`src/rtl/bus_hold_arbiter.sv`:
```
// bus_hold_arbiter: shares the 8088 local bus between the CPU and NUM_REQ bus
// masters using the minimum-mode HOLD/HLDA handshake. Masters are granted one
// at a time in round-robin order. Each tenure is bounded by MAX_TENURE cycles.
// After every tenure the bus goes back through a turnaround cycle and a
// CPU-fairness gap.
module bus_hold_arbiter #(
  parameter  int NUM_REQ    = 4,
  parameter  int MAX_TENURE = 16,
  parameter  int GAP_CYCLES = 2,
  localparam int ID_W       = $clog2(NUM_REQ)
) (
  input  logic               CLK,
  input  logic               RESET_N,
  input  logic [NUM_REQ-1:0] REQ,
  input  logic               HLDA,
  output logic               HOLD,
  output logic [NUM_REQ-1:0] GNT,
  output logic [ID_W-1:0]    GNT_ID,
  output logic               BUSY,
  output logic               TIMEOUT,
  output logic               ERR
);

  localparam int TEN_W = $clog2(MAX_TENURE);
  localparam int GAP_W = $clog2(GAP_CYCLES) + 1;

  localparam logic [NUM_REQ-1:0] GNT_LSB    = NUM_REQ'(1);
  localparam logic [ID_W-1:0]    PTR_RESET  = ID_W'(NUM_REQ - 1);
  localparam logic [TEN_W-1:0]   TEN_LAST   = TEN_W'(MAX_TENURE - 1);
  localparam logic [GAP_W-1:0]   GAP_LAST   = GAP_W'(GAP_CYCLES - 1);

  typedef enum logic [2:0] {
    S_IDLE,
    S_HOLD_REQ,
    S_GRANT,
    S_RELEASE,
    S_WAIT_HLDA,
    S_GAP
  } state_t;

  state_t           state;
  logic [ID_W-1:0]  ptr;
  logic [TEN_W-1:0] ten_cnt;
  logic [GAP_W-1:0] gap_cnt;

  logic             win_found;
  logic [ID_W-1:0]  win_id;
  logic [ID_W-1:0]  cand;
  logic             ten_last;
  logic             gnt_req;

  // Round-robin winner: first set REQ bit after the pointer, wrapping.
  // Scanning from the far end down lets the nearest candidate win last.
  // NOTE: every always_comb output gets a default up front so no path can leave
  // a variable unassigned, which would infer a latch.
  always_comb begin
    win_found = 1'b0;
    win_id    = '0;
    cand      = '0;
    for (int i = NUM_REQ; i >= 1; i--) begin
      cand = ID_W'((int'(ptr) + i) % NUM_REQ);
      if (REQ[cand]) begin
        win_found = 1'b1;
        win_id    = cand;
      end
    end
  end

  assign ten_last = (ten_cnt == TEN_LAST);
  assign gnt_req  = REQ[GNT_ID];

  // Arbitration FSM with all outputs registered.
  // NOTE: state and outputs are updated with non-blocking assignments so every
  // branch reads the values from before this edge, whatever the statement order.
  always_ff @(posedge CLK or negedge RESET_N) begin
    if (!RESET_N) begin
      state   <= S_IDLE;
      ptr     <= PTR_RESET;
      ten_cnt <= '0;
      gap_cnt <= '0;
      HOLD    <= 1'b0;
      GNT     <= '0;
      GNT_ID  <= '0;
      BUSY    <= 1'b0;
      TIMEOUT <= 1'b0;
      ERR     <= 1'b0;
    end else begin
      TIMEOUT <= 1'b0;
      ERR     <= 1'b0;
      case (state)
        S_IDLE: begin
          if (|REQ) begin
            state <= S_HOLD_REQ;
            HOLD  <= 1'b1;
            BUSY  <= 1'b1;
          end
        end

        S_HOLD_REQ: begin
          if (HLDA) begin
            if (win_found) begin
              state   <= S_GRANT;
              GNT     <= GNT_LSB << win_id;
              GNT_ID  <= win_id;
              ptr     <= win_id;
              ten_cnt <= '0;
            end else begin
              // Requests withdrawn while waiting: hand the bus straight back.
              state <= S_RELEASE;
            end
          end
        end

        S_GRANT: begin
          ten_cnt <= ten_cnt + 1'b1;
          if (!HLDA) begin
            // CPU took the bus back under a live grant: abandon at once.
            state   <= S_GAP;
            GNT     <= '0;
            HOLD    <= 1'b0;
            ERR     <= 1'b1;
            gap_cnt <= '0;
          end else if (!gnt_req || ten_last) begin
            state   <= S_RELEASE;
            GNT     <= '0;
            TIMEOUT <= gnt_req && ten_last;
          end
        end

        S_RELEASE: begin
          // HOLD stays high for this turnaround cycle so the master can tri-state.
          state <= S_WAIT_HLDA;
          HOLD  <= 1'b0;
        end

        S_WAIT_HLDA: begin
          if (!HLDA) begin
            state   <= S_GAP;
            gap_cnt <= '0;
          end
        end

        S_GAP: begin
          if (gap_cnt == GAP_LAST) begin
            state <= S_IDLE;
            BUSY  <= 1'b0;
          end else begin
            gap_cnt <= gap_cnt + 1'b1;
          end
        end

        default: begin
          state <= S_IDLE;
          HOLD  <= 1'b0;
          GNT   <= '0;
          BUSY  <= 1'b0;
        end
      endcase
    end
  end

endmodule

```
`config.mk`:
```
export PLATFORM = sky130hd
export DESIGN_NAME = bus_hold_arbiter
export DESIGN_NICKNAME = d
export VERILOG_FILES = /design/src/rtl/bus_hold_arbiter.sv
export SDC_FILE = /design/constraint.sdc
export NUM_CORES = 1
export LEC_CHECK = 0
export CORE_ASPECT_RATIO = 1.2
export CORE_UTILIZATION = 43
export CTS_BUF_LIST = sky130_fd_sc_hd__clkbuf_8
export DETAILED_ROUTE_END_ITERATION = 8
export GPL_TIMING_DRIVEN = 0
export PLACE_DENSITY = 0.66
export SYNTH_ARGS = -nofsm -noshare
export SYNTH_HDL_FRONTEND = slang
export SYNTH_SLANG_ARGS = --single-unit
```
`constraint.sdc`:
```
create_clock -name CLK -period 4.4 [get_ports CLK]
set_input_delay 0.66 -clock CLK [delete_from_list [all_inputs] [get_ports CLK]]
set_output_delay 0.66 -clock CLK [all_outputs]
set_load 0.005 [all_outputs]
```
==> flow_metrics.tcl, run 1 <==
set metrics [dict create \
    cts_resized 0 \
    slew_headroom_pct 37.2 \
    power_density_nw_per_um2 627 \
    rsz0062_at_grt "false" \
    drive_gt1_share_pct 13.4 \
    track_usage_pct 16.6 \
    final_common_cell "dfrtp_1" \
    syn_area_um2 1120 \
    clk_pin_slew_ps 80 \
    antenna_found_initial 0 \
    hold_buffers 0 \
    synth_edf_count 0 \
    die_w_um 48.7 \
    cts_sinks 21 \
    synth_top_area_share_pct 42.3 \
    drv_cap 0 \
    fin_nets 137 \
    syn_to_final_growth_pct 21.8 \
    worst_path_max_delay_cell "clkdlybuf4s50_1" \
    required_ps 4540 \
    root_buffer "clkbuf_8" \
    grt_pass1_vias 835 \
    n_antenna_cell 0 \
    start_util_pct 47.3 \
    grt_pass1_wl_um 3690 \
    fmax_mhz 468 \
    holdCritPathClass "reg2reg" \
    critPathMaxStageDelay_ps 590 \
    skew_ps 2.20 \
    routed-via-count 875 \
    hold_path_depth 1 \
    timing_worst_setup_path_type "in2reg" \
    outcome "finished clean" \
    ys_ff_latch 21 \
    layout_common_cells "19 x dfrtp_1, 16 x clkdlybuf4s50_1, 8 x nand2_1, 8 x a21oi_1, 7 x nor2_1" \
    startpoint_type "primary input" \
    cts_inserted_buffers 3 \
    finalCriticalPeriod_ps 2130 \
    cp-end-kind "register" \
    finalPower_mw 0.860 \
    dieHeight_um 58.0 \
    dr.pass1.iters 4 \
    setup_viol 0 \
    hpwl_um 1630 \
    synth_cell_type_count 44 \
    path_depth 4 \
    grt_overflow 0 \
    finalCritPeriodShare_pct 48.5 \
    async_reset_ff_share_pct 100 \
    slew_viol_final 0 \
    grt_max_degree 22 \
    ys_warn_count 0 \
    ff2ff_path_depth 4 \
    synth_flop_cell "dfrtp_1" \
    rows 19 \
    core_area_um2 2380 \
    design.portCount 17 \
    worst_pin_slew_ps 939 \
    yosys.area.top_type "dfrtp_1" \
    dieArea_um2 2830 \
    ir_worst_vdd_mv 0.389 \
    syn_inst 107 \
    drc 0 \
    clk_latency_ps 250 \
    place.port_buffers 16 \
    wl_per_cell_um 13.6 \
    gp_congestion 0.764 \
    htree_levels 1 \
    drtIter0Drc 12 \
    via_per_inst 5.54 \
    crit_fanout 7 \
    syn_avg_cell_area_um2 10.5 \
    arrival_ps 2280 \
    clock_path_buffers 2 \
    leakage_nw 0.578 \
    syn-num-nets 116 \
    fill_cells 208 \
    drt_wl_total_um 2150 \
    finalSetupTns_ps 0 \
    cts_tree "yes" \
    postCtsSetupRepairBufs 0 \
    cp_cell_sequence "clkdlybuf4s50_1 -> o41ai_2 -> nor3_2 -> mux2_1" \
    drtAntennaViolNets 0 \
    worst-path-buf-inv 1 \
    critical-path-top-delay-family "buffers and inverters" \
    synth_area_leaders "dfrtp_1 42%, dfstp_2 4.7%, a21oi_1 3.6%, o21ai_0 2.7%, nand2_1 2.7%" \
    hold_viol_final 0 \
    ys_seq_area_share_pct 46.9 \
]
==> power by group <==
part           total (mW)  switching [mW]  leakage, nW  internal, mW
registers           0.323          0.0525        0.265         0.271
clock network       0.126          0.0630       0.0255        0.0630
logic               0.410           0.201        0.288         0.209
==> per-layer routing <==
| metal | track usage, % | vias up | part of all wire (%) |
|---|---|---|---|
| met5 | 0 | - | 0 |
| met4 | 3.78 | 0 | 0 |
| met3 | 2.62 | 0 | 3.6 |
| met2 | 27.6 | 19 | 47 |
| met1 | 23.0 | 422 | 50 |
| li1 | - | 434 | - |
==> final timing paths <==
kind,slack [ps],to,from
min in group asynchronous,920,BUSY$_DFFE_PN0P_,RESET_N
worst max register to register,2720,GNT[3]$_DFFE_PN0P_,ptr[0]$_DFFE_PN1P_
worst max-delay path,2270,GNT_ID[0]$_DFFE_PN0P_,REQ[1]
worst min-delay path,500,GNT[2]$_DFFE_PN0P_,GNT[2]$_DFFE_PN0P_
max in group asynchronous,2900,GNT[1]$_DFFE_PN0P_,RESET_N
worst min register to register,500,GNT[2]$_DFFE_PN0P_,GNT[2]$_DFFE_PN0P_
==> synthesized netlist by cell type (2+ instances only) <==
cell type / count
o2bb2ai_1: 3
nand2b_1: 2
o21ai_0: 6
mux2_1: 2
ha_1: 2
nor3_1: 4
a21oi_1: 8
a21o_1: 2
inv_1: 5
nor2b_1: 2
mux2i_1: 2
nand2_1: 8
buf_2: 3
o22a_1: 2
nor2_1: 7
dfrtp_1: 19
xor2_1: 2
dfstp_2: 2
==> layout make-up <==
| type | instances | area [um2] | share of cell area [%] |
|---|---|---|---|
| Clock buffer | 3 | 41.3 | 3.01 |
| Clock inverter | 1 | 5.00 | 0.365 |
| Buffer | 4 | 18.8 | 1.37 |
| Sequential cell | 21 | 528 | 38.5 |
| Tap cell | 31 | 38.8 | 2.83 |
| Multi-Input combinational cell | 77 | 559 | 40.8 |
| Timing Repair Buffer | 16 | 160 | 11.7 |
| Inverter | 5 | 18.8 | 1.37 |
==> logic make-up after synthesis <==
family | synth area share, %
compound gates | 20.7
xor+xnor | 2.34
fa+ha+maj | 2.22
buf+inv | 3.34
flops | 46.9
mux | 5.78
simple gates | 18.7
==> registers in the layout (all words and copies together) (netlist names) <==
| name | count |
|---|---|
| BUSY | 1 |
| TIMEOUT | 1 |
| state | 3 |
| gap_cnt | 2 |
| ptr | 2 |
| GNT_ID | 2 |
| GNT | 4 |
| ten_cnt | 4 |
| ERR | 1 |
| HOLD | 1 |
==> through the flow <==
step | setup slack, ps | cell area, um2 | hold WS [ps] | std cells | util (%)
finish | 2270 | 1370 | 501 | 158 | 57.6
global route | 2190 | 1370 | 522 | 158 | 57.6
CTS | 2260 | 1370 | 509 | 158 | 57.6
detailed placement | 2000 | 1320 | 490 | 154 | 55.7
global placement | 2000 | 1320 | 477 | 154 | 55.7
floorplan | 2630 | 1120 | 364 | 107 | -
Power figures use the tool's default switching activity.
==> run 2, diff against run 1 <==
PLACE_DENSITY = 0.68   (was 0.66)
clock period = 1.9 ns   (was 4.4 ns; I/O delays follow)
==> run 2 against run 1 <==
Count of clock-buffer cells in the layout unchanged. Total power increased by 130%. Worst setup slack got worse by 2100 ps. Wire length increased by 2.5%. Register-to-register slack got worse by 2500 ps. Critical path depth increased by 1. Final cell count unchanged. Sequential share of layout area decreased by 0.14 points. Sequential cell count unchanged. Non-clock buffer count unchanged. Critical path type unchanged. Largest cell class unchanged.
==> flow_metrics.tcl, run 2 (synthesized netlist as in run 1, its figures left out) <==
set metrics [dict create \
    outcome "finished clean" \
    hpwl_um 1640 \
    leakage_nw 0.579 \
    placed_area_um2 1320 \
    crit_fanout 7 \
    grt_pass1_vias 824 \
    dp_slack_ps -174 \
    power_density_nw_per_um2 1460 \
    finalPower_mw 2.01 \
    switching_share_pct 37.1 \
    rows 19 \
    start_util_pct 47.3 \
    hold_path_depth 1 \
    antenna_found_initial 0 \
    dieHeight_um 58.0 \
    die_w_um 48.7 \
    worst-path-buf-inv 1 \
    gp_congestion 0.773 \
    clockPowerShare_pct 14.3 \
    drt_wl_total_um 2200 \
    fill_cells 216 \
    final_common_cell "dfrtp_1" \
    switchingPower_mw 0.744 \
    via_per_inst 5.57 \
    cp-end-kind "register" \
    cts_tree "yes" \
    routed-via-count 880 \
    track_usage_pct 17.1 \
    n_antenna_cell 0 \
    finalCriticalPeriod_ps 1780 \
    arrival_ps 1940 \
    worst_pin_slew_ps 917 \
    drtIter0Drc 15 \
    drtAntennaViolNets 0 \
    ff2ff_path_depth 5 \
    skew_ps 2.46 \
    rsz0062_at_grt "true" \
    grt_max_degree 22 \
    startpoint_type "primary input" \
    critical-path-top-delay-family "buffers and inverters" \
    fmax_mhz 561 \
    fin_util_pct 57.8 \
    worst_slack_ps 117 \
    power_frac_seq_pct 37.7 \
    clk_pin_slew_ps 70 \
    drv_cap 0 \
    ir_worst_vdd_mv 0.795 \
    reg2reg_setup_slack_ps 220 \
    hold_buffers 0 \
    slew_headroom_pct 38.7 \
    core_area_um2 2380 \
    largestRegisters "GNT: 4 flops, ten_cnt: 4 flops, state: 3 flops" \
    clk_latency_ps 260 \
    grt_pass1_wl_um 3660 \
    cp_cell_sequence "clkdlybuf4s50_1 -> o41ai_2 -> nor3_2 -> o21bai_4 -> a32o_1" \
    critPathMaxStageDelay_ps 580 \
    cts_inserted_buffers 3 \
    drive_gt1_share_pct 14.2 \
    fin_area_um2 1380 \
    root_buffer "clkbuf_8" \
    drc 0 \
    htree_levels 1 \
    path_depth 5 \
    dr.pass1.iters 4 \
    finalCritPeriodShare_pct 93.8 \
    design.portCount 17 \
    combPwrFrac_pct 48.0 \
    internal_power_mw 1.26 \
    hold_viol_final 0 \
    clock_path_buffers 2 \
    fin_nets 137 \
    wl_per_cell_um 13.9 \
    place.port_buffers 16 \
    syn_to_final_growth_pct 22.2 \
    grt_overflow 0 \
    slew_viol_final 0 \
    dieArea_um2 2830 \
    required_ps 2050 \
    timing.hold.ws_ps 496 \
    holdCritPathClass "reg2reg" \
    worst_path_max_delay_cell "clkdlybuf4s50_1" \
    setup_viol 0 \
    cts_sinks 21 \
    timing_worst_setup_path_type "in2reg" \
    layout_common_cells "19 x dfrtp_1, 16 x clkdlybuf4s50_1, 8 x nand2_1, 8 x a21oi_1, 7 x nor2_1" \
]
[run 2: layout make-up]
cell class	count	area, um2	area share (%)
inverter	5	18.8	1.36
tap	31	38.8	2.82
sequential	21	528	38.4
timing repair buffer	16	160	11.6
clock inverter	1	5.00	0.364
clock buffer	3	41.3	3.00
buffer	4	18.8	1.36
multi-input combinational	77	564	41.0
[run 2: power groups by stage]
stage               Clock (mW)  Sequential [mW]  Combinational (mW)
finish                   0.288            0.756               0.962
floorplan                    0            0.745               0.653
CTS                      0.300            0.755               0.964
detailed placement           0            0.764               0.963
global placement             0            0.752               0.937
global route             0.316            0.778                1.07
[run 2: timing repair]
| action | CTS | global route |
|---|---|---|
| setup buffers | 0 | 0 |
| resized for setup | 0 | 1 |
| setup endpoints to repair | 0 | 2 |
[run 2: worst paths after layout]
path | to | start
max in group asynchronous | state[0]$_DFFE_PN0P_ | RESET_N
min in group asynchronous | state[1]$_DFFE_PN0P_ | RESET_N
worst max register to register | GNT[1]$_DFFE_PN0P_ | state[1]$_DFFE_PN0P_
worst min-delay path | GNT[1]$_DFFE_PN0P_ | GNT[1]$_DFFE_PN0P_
worst max-delay path | GNT[1]$_DFFE_PN0P_ | REQ[1]
worst min register to register | GNT[1]$_DFFE_PN0P_ | GNT[1]$_DFFE_PN0P_
[run 2: stage by stage]
| step | cells | setup TNS (ps) |
|---|---|---|
| 3_5_place_dp | 154 | -1070 |
| 6_report | 158 | 0 |
| 5_1_grt | 158 | -0.363 |
| 3_3_place_gp | 154 | -651 |
| 2_1_floorplan | 107 | 0 |
| 4_1_cts | 158 | 0 |
[run 2: routing by layer]
layer / track usage [%] / vias to the layer above / part of all wire, %
li1: - / 435 / -
met1: 22.0 / 428 / 48
met2: 28.6 / 15 / 48
met3: 3.41 / 2 / 3.1
met4: 6.30 / 0 / 1.0
met5: 0 / - / 0
